$ cat src/rtl/retro_bram_arbiter.sv
// Round-robin arbiter sharing one single-port RetroBRAM among several
// initiators, with tagged read return and a timeout-bounded access lock.
module retro_bram_arbiter #(
    parameter int Requesters      = 3,
    parameter int AddressBusWidth = 12,
    parameter int DataBusWidth    = 1,
    parameter int LockTimeout     = 16
) (
    input  logic                                    Clk,
    input  logic                                    Reset_n,
    input  logic [Requesters-1:0]                   ReqAccess,
    input  logic [Requesters-1:0]                   ReqWrite,
    input  logic [Requesters-1:0]                   ReqLock,
    input  logic [Requesters*AddressBusWidth-1:0]   ReqAddress,
    input  logic [Requesters*DataBusWidth-1:0]      ReqMask,
    input  logic [Requesters*8*DataBusWidth-1:0]    ReqDToTarget,
    output logic [Requesters-1:0]                   ReqReady,
    output logic [Requesters-1:0]                   ReqDataReady,
    output logic [8*DataBusWidth-1:0]               ReqDToInitiator,
    output logic                                    MemAccess,
    output logic                                    MemWrite,
    output logic [AddressBusWidth-1:0]              MemAddress,
    output logic [DataBusWidth-1:0]                 MemMask,
    output logic [8*DataBusWidth-1:0]               MemDToTarget,
    input  logic [8*DataBusWidth-1:0]               MemDToInitiator,
    input  logic                                    MemReady
);

    localparam int PW = $clog2(Requesters);
    localparam int CW = $clog2(LockTimeout + 1);
    localparam int DW = 8 * DataBusWidth;
    localparam int AW = AddressBusWidth;
    localparam int BW = DataBusWidth;

    logic [PW-1:0]         r_last;
    logic [PW-1:0]         r_owner;
    logic [PW-1:0]         r_rd_owner;
    logic                  r_rd_valid;
    logic                  r_locked;
    logic [CW-1:0]         r_idle;

    logic                  w_timeout;
    logic [Requesters-1:0] w_elig;
    logic                  w_hit;
    logic [PW-1:0]         w_win;
    logic                  w_accept;
    int                    w_idx;

    assign w_timeout = r_locked && (r_idle == CW'(LockTimeout));

    // A timed-out lock still favours its owner if it asks in that very cycle.
    always_comb begin
        w_elig = ReqAccess;
        if (r_locked && !(w_timeout && !ReqAccess[r_owner])) begin
            w_elig = '0;
            w_elig[r_owner] = ReqAccess[r_owner];
        end
    end

    // Scan from farthest to nearest so the nearest eligible requester sticks.
    always_comb begin
        w_hit = 1'b0;
        w_win = '0;
        w_idx = 0;
        for (int k = Requesters; k >= 1; k--) begin
            w_idx = (int'(r_last) + k) % Requesters;
            if (w_elig[w_idx]) begin
                w_hit = 1'b1;
                w_win = PW'(w_idx);
            end
        end
    end

    assign w_accept = Reset_n && w_hit && MemReady;

    assign ReqReady     = w_accept ? (Requesters'(1) << w_win) : '0;
    assign MemAccess    = w_accept;
    assign MemWrite     = ReqWrite[w_win];
    assign MemAddress   = ReqAddress[w_win*AW +: AW];
    assign MemMask      = ReqMask[w_win*BW +: BW];
    assign MemDToTarget = ReqDToTarget[w_win*DW +: DW];

    assign ReqDataReady    = (r_rd_valid && Reset_n)
                           ? (Requesters'(1) << r_rd_owner) : '0;
    assign ReqDToInitiator = MemDToInitiator;

    always_ff @(posedge Clk or negedge Reset_n) begin
        if (!Reset_n) begin
            r_last     <= PW'(Requesters - 1);
            r_owner    <= '0;
            r_rd_owner <= '0;
            r_rd_valid <= 1'b0;
            r_locked   <= 1'b0;
            r_idle     <= '0;
        end else begin
            r_rd_valid <= w_accept && !ReqWrite[w_win];
            if (w_accept) begin
                r_last     <= w_win;
                r_rd_owner <= w_win;
                r_locked   <= ReqLock[w_win];
                r_idle     <= '0;
                if (ReqLock[w_win]) begin
                    r_owner <= w_win;
                end
            end else if (w_timeout || !r_locked) begin
                r_locked <= 1'b0;
                r_idle   <= '0;
            end else begin
                r_idle <= r_idle + CW'(1);
            end
        end
    end

endmodule

$ cat config.mk
export PLATFORM = sky130hd
export DESIGN_NAME = retro_bram_arbiter
export DESIGN_NICKNAME = d
export VERILOG_FILES = /design/src/rtl/retro_bram_arbiter.sv
export SDC_FILE = /design/constraint.sdc
export NUM_CORES = 1
export LEC_CHECK = 0
export BUFFER_PORTS_ARGS = -buffer_cell sky130_fd_sc_hd__buf_4
export CAP_MARGIN = 20
export CORE_AREA = 2 2 62 64
export CTS_CLUSTER_SIZE = 14
export DETAILED_ROUTE_END_ITERATION = 10
export DIE_AREA = 0 0 64 66
export GPL_TIMING_DRIVEN = 0
export PLACE_DENSITY_LB_ADDON = 0.1
export REMOVE_ABC_BUFFERS = 1
export SETUP_SLACK_MARGIN = 0.05
export SLEW_MARGIN = 0
export SYNTH_ARGS = -nofsm -noshare
export SYNTH_HDL_FRONTEND = slang
export SYNTH_SLANG_ARGS = --single-unit
export TNS_END_PERCENT = 100
$ cat constraint.sdc
create_clock -name Clk -period 4.32 [get_ports Clk]
set_input_delay 0 -clock Clk [delete_from_list [all_inputs] [get_ports Clk]]
set_output_delay 0 -clock Clk [all_outputs]
set_load 0.05 [all_outputs]
# --- Word-level counts from Yosys, hierarchy flattened ---
# Index checks and enable logic that the tools add are counted.
word_totals:
  regBits: 13
  word_cells: 72
  input_bits: 83
  out_inout_bits: 37
classes:
  mux: 30
  n_div: 3
  n_eq_ne: 1
  bitwise: 1
  reduce_logical: 15
  multipliers: 1
  addsub: 4
  order_cmp: 6
  shift: 5
op_table:
  columns: ["cell", "count"]
  rows:
  - ["$lt A32 B4 Y1 const B", 3]
  - ["$mod A32 B3 Y32 const B", 3]
  - ["$shiftx A36 B7 Y12", 1]
  - ["$shiftx A24 B6 Y8", 1]
  - ["$mux W1", 15]
  - ["$bmux W1 S2", 6]
  - ["$mux W5", 2]
  - ["$mux W3", 3]
  - ["$logic_and A1 B1 Y1", 8]
  - ["$add A2 B2 Y3 const B", 2]
  - ["$lt A2 B3 Y1 const B", 2]
  - ["$mux W2", 3]
  - ["$shl A1 B2 Y3 const A", 2]
  - ["$add A5 B1 Y5 const B", 1]
  - ["$eq A5 B5 Y1 const B", 1]
  - ["$logic_not A1 Y1", 4]
  - ["$mul A2 B2 Y4 const B", 1]
  - ["$add A2 B1 Y3 const B", 1]
  - ["$and A3 B3 Y3", 1]
  - ["$shiftx A3 B3 Y1", 1]
  - ["$demux W1 S2", 1]
  - ["$ge A2 B1 Y1 const B", 1]
  - ["$reduce_and A2 Y1", 1]
  - ["$reduce_bool A2 Y1", 1]
  - ["$logic_or A1 B1 Y1", 1]

# --- Depth between registers and ports, before layout ---
# Gate-level depths: netlist (run 1).
logic_depth:
  word_depth: 17
  ltp_mapped: 12
  ltp_nobuf: 9

# --- Least setup slack after synthesis (run 1) ---
# OpenSTA, ideal clock, no wires.
synth_timing:
  path_type: "reg-to-output"
  start: "register r_idle[0]"
  end: "output port ReqReady[0]"
  arrival_time_ns: 2.909
  path_buffers: 1
  required_time_ns: 4.320
  slack_ns: 1.411
  path_stages_with_launch: 10
  cell_sequence: "dfrtp_1 > inv_1 > ha_1 > nand4bb_1 > a211oi_4 > o32ai_1 > a211o_1 > or2_1 > buf_6 > nor3_1"
synth_via:
  elab_chain_cells: 15
  word_cells_on_any_way: 25
  cone_classes: "eq/ne: 1; shift: 1; mux: 17; reduce/logical: 6"
synth_rtl:
  columns: ["item", "line", "source"]
  rows:
  - ["start, declared", "40", "logic [CW-1:0] r_idle;"]
  - ["start signal, assigned", "109", "r_idle <= r_idle + CW'(1);"]
  - ["$eq A5 B5 Y1 (*)", "49", "assign w_timeout = r_locked && (r_idle == CW'(LockTimeout));"]
  - ["$logic_and A1 B1 Y1 (*)", "49", null]
  - ["$logic_and A1 B1 Y1 (*)", "54", "if (r_locked && !(w_timeout && !ReqAccess[r_owner])) begin"]
  - ["$logic_not A1 Y1 (*)", "54", null]
  - ["$logic_and A1 B1 Y1 (*)", "54", null]
  - ["$mux W3 (*)", "54", null]
  - ["$bmux W1 S2", "67", "if (w_elig[w_idx]) begin"]
  - ["$mux W1 (implied by the code) (2 in series)", "67", null]
  - ["$mux W1 (3 in series)", "67", null]
  - ["$logic_and A1 B1 Y1 (2 in series)", "74", "assign w_accept = Reset_n && w_hit && MemReady;"]
  - ["$mux W3 (*)", "76", "assign ReqReady = w_accept ? (Requesters'(1) << w_win) : '0;"]
  - ["end, declared", "17", "output logic [Requesters-1:0] ReqReady,"]
# Mark *: on every way between the ends. The rest lies on a longest branch, timed or not. The select of a mux whose other input is x is not followed.

# --- Worst setup path in the final report (run 1) ---
layout_timing:
  start: "register r_last[0]"
  end: "output port MemMask"
layout_via:
  elab_chain_cells: 9
  word_cells_on_any_way: 19
  cone_classes: "add/sub: 3; div: 3; shift: 1; mux: 12"
layout_rtl:
  columns: ["item", "line", "source"]
  rows:
  - ["start, declared", "35", "logic [PW-1:0] r_last;"]
  - ["start signal, assigned", "89", "r_last <= PW'(Requesters - 1);"]
  - ["start signal, assigned", "98", "r_last <= w_win;"]
  - ["$add A2 B2 Y3", "66", "w_idx = (int'(r_last) + k) % Requesters;"]
  - ["$mod A32 B3 Y32", "66", null]
  - ["$bmux W1 S2", "67", null]
  - ["$mux W1 (implied by the code) (2 in series)", "67", null]
  - ["$mux W2 (2 in series)", "67", null]
  - ["$mux W2 (*)", "67", null]
  - ["$shiftx A3 B3 Y1 (*)", "80", "assign MemMask = ReqMask[w_win*BW +: BW];"]
  - ["end, declared", "23", "output logic [DataBusWidth-1:0] MemMask,"]
# Marks and branches as above.

==> qor.log, run 1 <==
qor: run_status.status complete, no violations
qor: timing.clock.fmax 0.282 GHz
qor: worst_setup_path.crit-reg2reg-capture r_rd_valid$_DFF_PN0_
qor: cts.tritoncts done
qor: timing.drv_slew 0
qor: drt.vias 1629
qor: timing.final.hold.worst_slack 0.0000942 ns
qor: drt.drc 0
qor: synthesis.postSynthRegisterBits 12
qor: timing.relSlewSlack 36.0%
qor: drt.drt-pass1-iter-count 4
qor: drt.drtAntennaViolNets 0
qor: drt.avgViaCountPerCell 5.36
qor: worst_setup_path.worstPathMaxFanout 26
qor: cts.clock_latency 0.27 ns
qor: cts.cts_made_buffers 3
qor: worst_setup_path.critPathLaunchType flop
qor: synthesis.netlist.top_cell.by_area sky130_fd_sc_hd__dfrtp_1
qor: cts.cts_setup_buffers 0
qor: worst_setup_path.worst_r2r_path_depth 8
qor: placed_design.placement.cell_area 2160 µm²
qor: worst_setup_path.worst-r2r-setup-slack 1.08 ns
qor: global_route.grt_remaining_overflow 0
qor: drt.wl_per_cell 14.7 µm
qor: timing.finClkSkew 0.00120 ns
qor: worst_hold_path.hold-path-endpoint ReqDToInitiator[6]
qor: cells_and_area.layoutNonFillerInstCount 304
qor: timing.timing_worst_slew_pin_value 0.957 ns
qor: placed_design.finalWeightedCongestion 0.870
qor: timing.totalNegativeSetupSlack 0 ns
qor: synthesis.yosys.cell_types.count 50
qor: timing.finalSetupViolations 0
qor: worst_hold_path.hold_path_startpoint MemDToInitiator[6]
qor: pwr.leakagePower 1.20 nW
qor: global_route.first_global_vias 1637
qor: cts.number_of_gates_resized_after_cts 0
qor: pwr.pwr-share-seq 11.3%
qor: global_route.track_usage 21.1%
qor: pwr.power.ir.vdd_worst 0.527 mV
qor: worst_setup_path.arrival 3.55 ns
qor: floorplanning.core_rows 22
qor: synthesis.synth-seq-area-share 20.9%
qor: cts.ctsLongestPathBuffers 2
qor: drt.dr.first_iter.drc_count 81
qor: cts.cts-htree-levels 1
qor: synthesis.yosysTopAreaCellShare 19.1%
qor: cells_and_area.num-nets-final 344
qor: timing.final_min_period_over_clock_period 82.2%
qor: timing.finalHoldViolCount 0
qor: cells_and_area.post-route-util 62.1%
qor: worst_setup_path.cp.required 4.32 ns
qor: cells_and_area.nFillCells 338
qor: cts.clk_pin_slew_worst_paths 0.07 ns
qor: synthesis.synthTopCellsByArea sky130_fd_sc_hd__dfrtp_1 (19%), sky130_fd_sc_hd__a22o_1 (14%), sky130_fd_sc_hd__a21o_1 (11%), sky130_fd_sc_hd__buf_4 (4.2%), sky130_fd_sc_hd__ha_1 (3.5%)
qor: synthesis.synthesis.yosys.warnings 0
qor: global_route.grt_first_pass_wirelength 7.15 mm
qor: cells_and_area.antenna_cells 0
qor: synthesis.post_syn_instances 165
qor: cells_and_area.post_route_cells_drive_above_1_share 45.7%
qor: floorplanning.design.core.area 3550 µm²
qor: floorplanning.io-pin-count 120
qor: pwr.share_of_total_power_in_combinational_logic 84.6%
qor: job.number_of_maximum_capacitance_violations 0
qor: synthesis.post-synth-top-count-cell sky130_fd_sc_hd__a22o_1
qor: pwr.power.clock.fraction 4.1%
qor: floorplanning.die_w 64 µm
qor: synthesis.syn_area_per_cell 8.74 µm²
qor: placed_design.portBuffers 103
qor: cts.clock-root-buffer sky130_fd_sc_hd__clkbuf_4
qor: placed_design.dp.final_hpwl 3.55 mm
qor: worst_setup_path.setup.worst_path.end_class output port
qor: pwr.power.internal 728 µW
qor: placed_design.place_inst 298
qor: worst_setup_path.crit_type flop to output port
qor: cells_and_area.syn2layout_area_growth 52.7%
qor: floorplanning.die_area 4220 µm²
qor: worst_setup_path.rr_startpoint r_last[0]$_DFFE_PN0P_
qor: floorplanning.fp.dieH 66 µm
qor: pwr.swShare 59.1%
qor: drt.routed_wire_length 4.47 mm
qor: cts.clock_sinks 12
qor: synthesis.synth.cells.most_frequent sky130_fd_sc_hd__a22o_1 (23), sky130_fd_sc_hd__a21o_1 (22), sky130_fd_sc_hd__dfrtp_1 (11)
qor: synthesis.share_of_synthesized_registers_carrying_an_async_set_or_reset 100%
qor: global_route.grt_antenna_before_repair 0
qor: worst_hold_path.worst_hold_path_type input port to output port
qor: synthesis.synth_edf_count 0
qor: pwr.power.density 809 nW/µm²
qor: worst_hold_path.worstHoldPathCells 0
qor: pwr.p_switching 1.05 mW
qor: timing.unrepaired_setup_endpoints_after_global_routing false
qor: timing.layout_min_cycle_time 3.55 ns
qor: synthesis.predominant_post_synthesis_flop_cell sky130_fd_sc_hd__dfrtp_1
qor: synthesis.syn-cell-area 1440 µm²
qor: floorplanning.floorplan.initialDensity 40.6%
qor: cells_and_area.final_area 2200 µm²
qor: global_route.grt_start_max_net_pins 31
power by group through the flow:
stage / Clock (mW) / Combinational (mW) / Sequential [mW]
floorplan: 0 / 1.09 / 0.190
global placement: 0 / 1.49 / 0.204
detailed placement: 0 / 1.51 / 0.202
CTS: 0.0773 / 1.52 / 0.200
global route: 0.0807 / 1.61 / 0.208
finish: 0.0737 / 1.51 / 0.201
sequential cells by signal, indices dropped and copies added, names as in the netlist:
register and count:
r_idle 5, r_last 2, r_rd_owner 1, r_owner 2
r_locked 1, r_rd_valid 1
cells in the final DEF (no fill, tap or decap), types with 3 or more instances in the layout:
master,instances
sky130_fd_sc_hd__buf_4,103
sky130_fd_sc_hd__a22o_1,23
sky130_fd_sc_hd__a21o_1,22
sky130_fd_sc_hd__dfrtp_1,11
sky130_fd_sc_hd__inv_1,10
sky130_fd_sc_hd__nand2_1,7
sky130_fd_sc_hd__nor3_1,7
sky130_fd_sc_hd__o21ai_0,5
sky130_fd_sc_hd__nand3_1,4
sky130_fd_sc_hd__nor2_1,4
sky130_fd_sc_hd__o211ai_1,4
sky130_fd_sc_hd__ha_1,4
sky130_fd_sc_hd__mux2_4,3
sky130_fd_sc_hd__o2111ai_1,3
sky130_fd_sc_hd__clkbuf_4,3
kinds of logic (layout without fill, tap and decap cells):
group | after synthesis | in the layout | synth area share [%]
and+or+nand+nor | 36 | 36 | 14.5
AOI/OAI and AO/OA | 74 | 74 | 41.8
xor gates and xnor gates | 3 | 3 | 1.82
adders and majority gates | 5 | 5 | 4.16
DFF | 12 | 12 | 20.9
buffers and inverters | 30 | 121 | 12.2
muxes | 5 | 5 | 4.60
layer usage:
metal	vias to the layer above	global-route usage (%)	routed length, µm
met1	749	25.9	1850
met2	71	35.8	2230
met4	0	4.08	19
li1	807	-	-
met5	-	0	0
met3	2	7.33	366
final cells by class:
cell class | instances | area (µm²) | area share, %
tap | 48 | 60.1 | 2.73
inverter | 11 | 46.3 | 2.10
sequential | 12 | 302 | 13.7
timing repair buffer | 106 | 805 | 36.5
clock buffer | 4 | 26.3 | 1.19
multi-input combinational | 123 | 965 | 43.8
stage by stage:
| stage | power (mW) | setup slack [ns] |
|---|---|---|
| 3_3_place_gp | 1.69 | 0.705 |
| 4_1_cts | 1.79 | 0.728 |
| 3_5_place_dp | 1.71 | 1.05 |
| 5_1_grt | 1.90 | 0.452 |
| 2_1_floorplan | 1.28 | 1.38 |
| 6_report | 1.78 | 0.768 |
how the worst max path moves through the flow:
stage / startpoint / to / slack, ns
2_1_floorplan: r_idle[0]$_DFF_PN0_ / MemAddress[0] / 1.38
3_3_place_gp: r_idle[0]$_DFF_PN0_ / MemMask / 0.70
3_5_place_dp: r_last[0]$_DFFE_PN0P_ / MemAddress[4] / 1.05
4_1_cts: r_last[0]$_DFFE_PN0P_ / MemAddress[7] / 0.73
5_1_grt: r_idle[0]$_DFF_PN0_ / MemAddress[4] / 0.45
6_report: r_last[0]$_DFFE_PN0P_ / MemMask / 0.77
timing repair:
item / in CTS / in global routing
hold buffers: 2 / 0
hold endpoints to repair: 13 / 0
setup endpoints to repair: 0 / 0
critical path, stage by stage (launching register included):
cell and delay (ns):
sky130_fd_sc_hd__dfrtp_1 0.42, sky130_fd_sc_hd__ha_1 0.34, sky130_fd_sc_hd__inv_1 0.15, sky130_fd_sc_hd__maj3_1 0.37
sky130_fd_sc_hd__o311a_1 0.18, sky130_fd_sc_hd__nor3_4 0.81, sky130_fd_sc_hd__nor2_1 0.37, sky130_fd_sc_hd__buf_6 0.27
sky130_fd_sc_hd__a21o_1 0.18, sky130_fd_sc_hd__buf_4 0.18
(Power assumes the default switching activity.)
==> run 2, diff against run 1 <==
--- a/config.mk
+++ b/config.mk
@@ -5,12 +5,13 @@
 export SDC_FILE = /design/constraint.sdc
 export NUM_CORES = 1
 export LEC_CHECK = 0
+export ABC_AREA = 1
 export BUFFER_PORTS_ARGS = -buffer_cell sky130_fd_sc_hd__buf_4
 export CAP_MARGIN = 20
-export CORE_AREA = 2 2 62 64
+export CORE_AREA = 2 2 68 70
 export CTS_CLUSTER_SIZE = 14
 export DETAILED_ROUTE_END_ITERATION = 10
-export DIE_AREA = 0 0 64 66
+export DIE_AREA = 0 0 70 72
 export GPL_TIMING_DRIVEN = 0
 export PLACE_DENSITY_LB_ADDON = 0.1
 export REMOVE_ABC_BUFFERS = 1
==> constraint.sdc (replaced) <==
create_clock -name Clk -period 2.9 [get_ports Clk]
set_input_delay 0 -clock Clk [delete_from_list [all_inputs] [get_ports Clk]]
set_output_delay 0 -clock Clk [all_outputs]
set_load 0.05 [all_outputs]
==> run 2 against run 1 <==
Against the previous run: final area rose by 5.2%; sequential share of layout area decreased by 0.68 points; highest routed layer unchanged; register-to-register slack worse by 0.47 ns; die area increased by 19%; synthesized cell count rose by 31%; non-clock buffer count increased by 1; worst setup slack got worse by 0.44 ns; largest cell class unchanged.
==> qor.log, run 2 <==
qor: cts.ctsLongestPathBuffers 2 [unchanged]
qor: floorplanning.die_area 5040 µm² [+19%]
qor: timing.layout_min_cycle_time 2.57 ns
qor: floorplanning.floorplan.initialDensity 35.2% [-5.4 points]
qor: floorplanning.fp.dieH 72 µm [+9.1%]
qor: cts.clk_pin_slew_worst_paths 0.05 ns [-0.02 ns]
qor: synthesis.netlist.top_cell.by_area sky130_fd_sc_hd__dfrtp_1
qor: synthesis.postSynthRegisterBits 12 [unchanged]
qor: worst_setup_path.rr_startpoint r_idle[0]$_DFF_PN0_
qor: synthesis.predominant_post_synthesis_flop_cell sky130_fd_sc_hd__dfrtp_1
qor: global_route.grt_remaining_overflow 0 [unchanged]
qor: cts.clock_latency 0.24 ns [-0.03 ns]
qor: cells_and_area.antenna_cells 0 [unchanged]
qor: floorplanning.core_rows 24 [+9.1%]
qor: floorplanning.die_w 70 µm [+9.4%]
qor: cells_and_area.reg_top3 r_idle (5), r_last (2), r_owner (2)
qor: timing.finalSetupViolations 0 [unchanged]
qor: cells_and_area.largest_reg_flops 5 [unchanged]
qor: drt.drtAntennaViolNets 0 [unchanged]
qor: cts.clock_sinks 12 [unchanged]
qor: global_route.grt_antenna_before_repair 0 [unchanged]
qor: worst_setup_path.arrival 2.57 ns [-0.98 ns]
qor: cells_and_area.final-seq-area 302 µm² [unchanged]
qor: worst_setup_path.cp.required 2.90 ns [-1.42 ns]
qor: drt.routed_wire_length 4.38 mm [-2.1%]
qor: cells_and_area.final_area 2320 µm² [+5.2%]
qor: job.number_of_maximum_capacitance_violations 0 [unchanged]
qor: floorplanning.io-pin-count 120 [unchanged]
qor: drt.dr.first_iter.drc_count 76 [-6.2%]
qor: timing.final_min_period_over_clock_period 88.6%
qor: drt.vias 1680 [+3.1%]
qor: worst_setup_path.path_cells inv_1 -> ha_1 -> nand3_1 -> nand2_1 -> nand3_1 -> nand3_1 -> nand3_2 -> nand2_2 -> nor2_2 -> nand2_2 -> nand2_2 -> inv_4 -> nor2_8 -> nand2_1 -> nand2_1 -> buf_4
qor: timing.final.hold.worst_slack 0.000109 ns [+0.0000144 ns]
qor: cts.cts_made_buffers 3 [unchanged]
qor: synthesis.syn-cell-area 1500 µm² [+4.1%]
qor: cells_and_area.layout.cells.most_common_list sky130_fd_sc_hd__buf_4 (103), sky130_fd_sc_hd__nand2_1 (69), sky130_fd_sc_hd__nand3_1 (24), sky130_fd_sc_hd__nand2_2 (24), sky130_fd_sc_hd__nand3_2 (22)
qor: synthesis.synth-seq-area-share 20.1% [-0.82 points]
qor: synthesis.synthesis.yosys.warnings 0 [unchanged]
qor: worst_setup_path.setup.worst_path.end_class output port
qor: global_route.grt_start_max_net_pins 25 [-19%]
qor: worst_hold_path.hold_path_startpoint MemDToInitiator[7]
qor: floorplanning.design.core.area 4260 µm² [+20%]
qor: cells_and_area.nFillCells 435 [+29%]
qor: timing.clock.fmax 0.389 GHz
qor: cells_and_area.post_route_cells_drive_above_1_share 53.2% [+7.5 points]
qor: timing.finClkSkew 0.00247 ns [+0.00127 ns]
qor: synthesis.synth.cells.most_frequent sky130_fd_sc_hd__nand2_1 (69), sky130_fd_sc_hd__nand2_2 (24), sky130_fd_sc_hd__nand3_1 (24)
qor: timing.totalNegativeSetupSlack 0 ns [unchanged]
qor: synthesis.yosys.cell_types.count 26 [-48%]
qor: synthesis.syn_area_per_cell 6.95 µm² [-20%]
qor: cells_and_area.syn2layout_area_growth 54.4%
qor: synthesis.post-synth-top-count-cell sky130_fd_sc_hd__nand2_1
qor: synthesis.post_syn_instances 216 [+31%]
qor: run_status.status complete, no violations
qor: placed_design.placement.cell_area 2210 µm² [+2.6%]
qor: drt.wl_per_cell 12.0 µm [-19%]
qor: cts.number_of_gates_resized_after_cts 0 [unchanged]
qor: cts.tritoncts done
qor: placed_design.finalWeightedCongestion 0.753 [-13%]
qor: worst_setup_path.crit_type flop to output port
qor: timing.unrepaired_setup_endpoints_after_global_routing true
qor: worst_setup_path.worstPathMaxFanout 25 [-3.8%]
qor: worst_setup_path.critical-path-slowest-cell sky130_fd_sc_hd__dfrtp_1
qor: timing.timing_worst_slew_pin_value 0.308 ns [-0.649 ns]
qor: drt.drt-pass1-iter-count 4 [unchanged]
qor: cts.cts-htree-levels 1 [unchanged]
qor: worst_hold_path.worst_hold_path_type input port to output port
qor: worst_setup_path.worst_path_largest_cell_delay 0.38 ns [-0.43 ns]
qor: cells_and_area.multi_input_comb_area 1010 µm² [+5.2%]
qor: synthesis.synth_edf_count 0 [unchanged]
qor: timing.finalHoldViolCount 0 [unchanged]
qor: placed_design.portBuffers 103 [unchanged]
qor: global_route.track_usage 17.6% [-3.5 points]
qor: timing.relSlewSlack 79.5% [+43 points]
qor: worst_setup_path.timing_startpoint_of_the_critical_path r_idle[0]$_DFF_PN0_
qor: placed_design.dp.final_hpwl 3.58 mm [+0.99%]
qor: drt.avgViaCountPerCell 4.59 [-14%]
qor: cells_and_area.num-nets-final 402 [+17%]
qor: drt.drc 0 [unchanged]
qor: synthesis.synthTopCellsByArea sky130_fd_sc_hd__dfrtp_1 (18%), sky130_fd_sc_hd__nand2_1 (17%), sky130_fd_sc_hd__nand3_2 (15%), sky130_fd_sc_hd__nand2_2 (10%), sky130_fd_sc_hd__nand3_1 (8.0%)
qor: synthesis.share_of_synthesized_registers_carrying_an_async_set_or_reset 100% [unchanged]
qor: worst_setup_path.critPathLaunchType flop
qor: cts.clock-root-buffer sky130_fd_sc_hd__clkbuf_8
qor: timing.drv_slew 0 [unchanged]
qor: cells_and_area.final_common_cell sky130_fd_sc_hd__buf_4
qor: synthesis.yosysTopAreaCellShare 18.3% [-0.75 points]
qor: global_route.grt_first_pass_wirelength 7.34 mm [+2.7%]
qor: cells_and_area.top_register r_idle
qor: global_route.first_global_vias 1750 [+6.9%]
## run 2: cell types whose count changed in the layout (fill, tap and decap cells not counted), moves of 4 or more
cell                       before  now
sky130_fd_sc_hd__nand2_2        0   24
sky130_fd_sc_hd__nand3_2        0   22
sky130_fd_sc_hd__nand4_1        0    4
sky130_fd_sc_hd__a21o_1        22    0
sky130_fd_sc_hd__nor2_1         4    8
sky130_fd_sc_hd__a22o_1        23    0
sky130_fd_sc_hd__nor3_1         7    3
sky130_fd_sc_hd__nand2_1        7   69
sky130_fd_sc_hd__nand3_1        4   24
sky130_fd_sc_hd__o211ai_1       4    0
## run 2: cells by family (layout without fill, tap and decap cells)
kind of cell / count (synthesis) / after routing / synth area share, %
AND/OR/NAND/NOR: 160 / 161 / 58.6
adder cells (fa/ha/maj): 4 / 4 / 3.33
flip-flops: 12 / 12 / 20.1
AO/OA/AOI/OAI: 6 / 6 / 3.17
XOR/XNOR: 3 / 3 / 1.75
buffers and inverters: 31 / 128 / 13.1
## run 2: worst paths after layout
path | endpoint | cells past startpoint | slack, ns
max in group asynchronous | r_last[1]$_DFFE_PN1P_ | 2 | 2.52
setup reg to reg | r_rd_valid$_DFF_PN0_ | 16 | 0.61
hold reg to reg | r_idle[0]$_DFF_PN0_ | 1 | 0.49
setup / recovery | MemWrite | 16 | 0.33
min in group asynchronous | r_idle[3]$_DFF_PN0_ | 2 | 0.14
hold / removal | ReqDToInitiator[7] | 0 | 0.0001
## run 2: cell type report
type	instances	area share [%]
repair buffers	107	35.5
inverters	17	2.97
multi-input cells	174	43.8
well taps	52	2.81
flip-flops and latches	12	13.0
clock buffers	4	1.94
## run 2: repair_timing
item / 4_1_cts / 5_1_grt
setup endpoints to repair: 0 / 22
hold endpoints to repair: 14 / 0
hold buffers: 3 / 0
buffers inserted: 0 / 1
## run 2: critical path: cells and delay by family (launching register included)
family	cells	cell delay, ns
and+or+nand+nor	12	1.36
buffers and inverters	3	0.40
DFF	1	0.38
adders and majority gates	1	0.18
## run 2: per-stage QoR
step	instances	worst slack, ns	util [%]
final	366	0.330	54.4
after global routing	366	0.0331	54.4
after CTS	364	0.150	53.6
after detailed placement	357	0.418	51.9
after global placement	357	0.391	51.9
after floorplan	202	0.386	-
## run 2: metal layers
layer	GRT usage [%]	vias up	routed length, µm
li1	-	885	-
met1	18.6	703	1700
met2	33.4	90	2160
met3	6.67	2	485
met4	3.85	0	27
met5	0	-	0
Power of run 2 is left out: the tool's default activity adds up to more than one toggle a clock period on the data nets, which glitch-free logic cannot reach.
==> run 3, diff against run 2 <==
--- a/config.mk
+++ b/config.mk
@@ -13,7 +13,8 @@
 export DETAILED_ROUTE_END_ITERATION = 10
 export DIE_AREA = 0 0 70 72
 export GPL_TIMING_DRIVEN = 0
-export PLACE_DENSITY_LB_ADDON = 0.1
+export HOLD_SLACK_MARGIN = 0.06
+export PLACE_DENSITY_LB_ADDON = 0.25
 export REMOVE_ABC_BUFFERS = 1
 export SETUP_SLACK_MARGIN = 0.05
 export SLEW_MARGIN = 0
==> run 3 against run 2 <==
Against the previous run: core utilization up 2.1 points; via count increased by 7.0%; clock-buffer cell count is the same; critical path depth decreased by 2; first-iteration DRC count increased by 5.3%; worst hold slack improved by 0.11 ns; non-clock buffer count increased by 9; die area did not move; sequential share of layout area fell by 0.49 points; flip-flop and latch count unchanged.
==> qor.log, run 3 (synthesis gave the netlist of run 2 again) <==
qor: run_status.status complete, no violations
qor: cells_and_area.top_register r_idle
qor: timing.final_min_period_over_clock_period 90.1% [+1.4 points]
qor: cts.ctsLongestPathBuffers 2 [unchanged]
qor: drt.routed_wire_length 4.84 mm [+10%]
qor: worst_setup_path.arrival 2.61 ns [+0.04 ns]
qor: timing.unrepaired_setup_endpoints_after_global_routing true
qor: floorplanning.core_rows 24 [unchanged]
qor: cts.cts-htree-levels 1 [unchanged]
qor: global_route.grt_first_pass_wirelength 7.72 mm [+5.2%]
qor: timing.layout_min_cycle_time 2.61 ns [+0.0417 ns]
qor: cts.tritoncts done
qor: global_route.grt_antenna_before_repair 0 [unchanged]
qor: timing.finalSetupViolations 0 [unchanged]
qor: cts.clock-root-buffer sky130_fd_sc_hd__clkbuf_8
qor: cts.clock_sinks 12 [unchanged]
qor: cells_and_area.antenna_cells 0 [unchanged]
qor: timing.clock.fmax 0.383 GHz [-1.6%]
qor: placed_design.finalWeightedCongestion 0.747 [-0.77%]
qor: cells_and_area.final_common_cell sky130_fd_sc_hd__buf_4
qor: worst_hold_path.worst_hold_path_type input port to flop
qor: global_route.grt_start_max_net_pins 25 [unchanged]
qor: floorplanning.design.core.area 4260 µm² [unchanged]
qor: drt.drtAntennaViolNets 0 [unchanged]
qor: cells_and_area.largest_reg_flops 5 [unchanged]
qor: cells_and_area.multi_input_comb_area 1010 µm² [unchanged]
qor: global_route.grt_remaining_overflow 0 [unchanged]
qor: worst_setup_path.cp.required 2.90 ns [about the same]
qor: cts.cts_made_buffers 3 [unchanged]
qor: job.number_of_maximum_capacitance_violations 0 [unchanged]
qor: cells_and_area.syn2layout_area_growth 60.4%
qor: drt.dr.first_iter.drc_count 80 [+5.3%]
qor: worst_setup_path.crit_type flop to output port
qor: cells_and_area.nFillCells 429 [-1.4%]
qor: worst_setup_path.critPathLaunchType flop
qor: drt.drc 0 [unchanged]
qor: timing.final.hold.worst_slack 0.106 ns [+0.106 ns]
qor: worst_setup_path.setup.worst_path.end_class output port
qor: floorplanning.floorplan.initialDensity 35.2% [unchanged]
qor: placed_design.dp.final_hpwl 3.61 mm [+0.77%]
qor: cells_and_area.reg_top3 r_idle (5), r_last (2), r_owner (2)
qor: drt.drt-pass1-iter-count 4 [unchanged]
qor: cts.clk_pin_slew_worst_paths 0.05 ns [about the same]
qor: timing.drv_slew 0 [unchanged]
qor: floorplanning.die_w 70 µm [unchanged]
qor: timing.finClkSkew 0.00590 ns [+0.00344 ns]
qor: worst_setup_path.worstPathMaxFanout 25 [unchanged]
qor: timing.totalNegativeSetupSlack 0 ns [unchanged]
qor: cells_and_area.post_route_cells_drive_above_1_share 51.7% [-1.5 points]
qor: cts.number_of_gates_resized_after_cts 0 [unchanged]
qor: floorplanning.die_area 5040 µm² [unchanged]
qor: floorplanning.fp.dieH 72 µm [unchanged]
qor: drt.avgViaCountPerCell 4.79 [+4.4%]
qor: cts.clock_latency 0.24 ns [about the same]
qor: timing.timing_worst_slew_pin_value 0.520 ns [+0.212 ns]
qor: global_route.first_global_vias 1753 [+0.17%]
qor: cells_and_area.num-nets-final 411 [+2.2%]
qor: cells_and_area.final-seq-area 302 µm² [unchanged]
qor: timing.relSlewSlack 65.2% [-14 points]
qor: global_route.track_usage 18.6% [+0.96 points]
qor: timing.finalHoldViolCount 0 [unchanged]
qor: placed_design.portBuffers 103 [unchanged]
qor: floorplanning.io-pin-count 120 [unchanged]
qor: cells_and_area.layout.cells.most_common_list sky130_fd_sc_hd__buf_4 (103), sky130_fd_sc_hd__nand2_1 (69), sky130_fd_sc_hd__nand3_1 (24), sky130_fd_sc_hd__nand2_2 (24), sky130_fd_sc_hd__nand3_2 (22)
qor: drt.wl_per_cell 12.9 µm [+7.8%]
qor: drt.vias 1797 [+7.0%]
[run 3: cell count changes in the layout (fill, tap and decap cells not counted)]
cell | previous run | this run
sky130_fd_sc_hd__dlygate4sd3_1 | 3 | 12
[run 3: path summary, 6_finish.rpt]
kind,from,endpoint,slack (ns),cells after the start
min in group asynchronous,Reset_n,r_idle[2]$_DFF_PN0_,0.14,2
max reg2reg,r_last[0]$_DFFE_PN0P_,r_rd_valid$_DFF_PN0_,0.58,14
min,ReqWrite[1],r_rd_valid$_DFF_PN0_,0.11,6
max in group asynchronous,Reset_n,r_last[1]$_DFFE_PN1P_,2.51,2
max,r_last[0]$_DFFE_PN0P_,MemWrite,0.29,14
min reg2reg,r_idle[0]$_DFF_PN0_,r_idle[0]$_DFF_PN0_,0.48,1
[run 3: metal layers]
metal  up-vias  part of all wire, %  global-route usage (%)
met4         0                  1.7                    6.20
met2        79                   55                    35.3
met3         9                  8.0                    5.14
li1        903                    -                       -
met1       806                   36                    19.8
met5         -                    0                       0
[run 3: stage by stage]
stage | cell area (µm²) | setup slack [ns] | utilization, % | instances
after floorplan | 1370 | 0.386 | - | 202
after global placement | 2210 | 0.414 | 51.9 | 357
after detailed placement | 2210 | 0.405 | 51.9 | 357
after CTS | 2380 | 0.140 | 55.8 | 373
after global routing | 2410 | 0.0367 | 56.5 | 375
final | 2410 | 0.288 | 56.5 | 375
[run 3: timing repair]
| action | CTS | global route |
|---|---|---|
| setup endpoints to repair | 0 | 22 |
| hold endpoints to repair | 23 | 0 |
| setup buffers | 0 | 1 |
| hold buffers | 12 | 0 |
[run 3: final cells by class]
type / instances / area share, %
clock buffer: 4 / 1.87
inverter: 17 / 2.86
multi-input combinational: 174 / 42.1
sequential: 12 / 12.5
tap: 52 / 2.70
timing repair buffer: 116 / 37.9
[run 3: critical path, cell delays in order, from the launching register on]
cell                      delay (ns)
sky130_fd_sc_hd__dfrtp_1        0.39
sky130_fd_sc_hd__inv_1          0.10
sky130_fd_sc_hd__ha_1           0.34
sky130_fd_sc_hd__inv_1          0.15
sky130_fd_sc_hd__nand3_1        0.12
sky130_fd_sc_hd__nand3_2        0.13
sky130_fd_sc_hd__nand2_2        0.08
sky130_fd_sc_hd__nor2_2         0.09
sky130_fd_sc_hd__nand2_2        0.06
sky130_fd_sc_hd__nand2_2        0.10
sky130_fd_sc_hd__inv_4          0.14
sky130_fd_sc_hd__nor2_8         0.28
sky130_fd_sc_hd__nand2_1        0.08
sky130_fd_sc_hd__nand2_1        0.10
sky130_fd_sc_hd__buf_4          0.20
Power of run 3 is left out for the same reason.
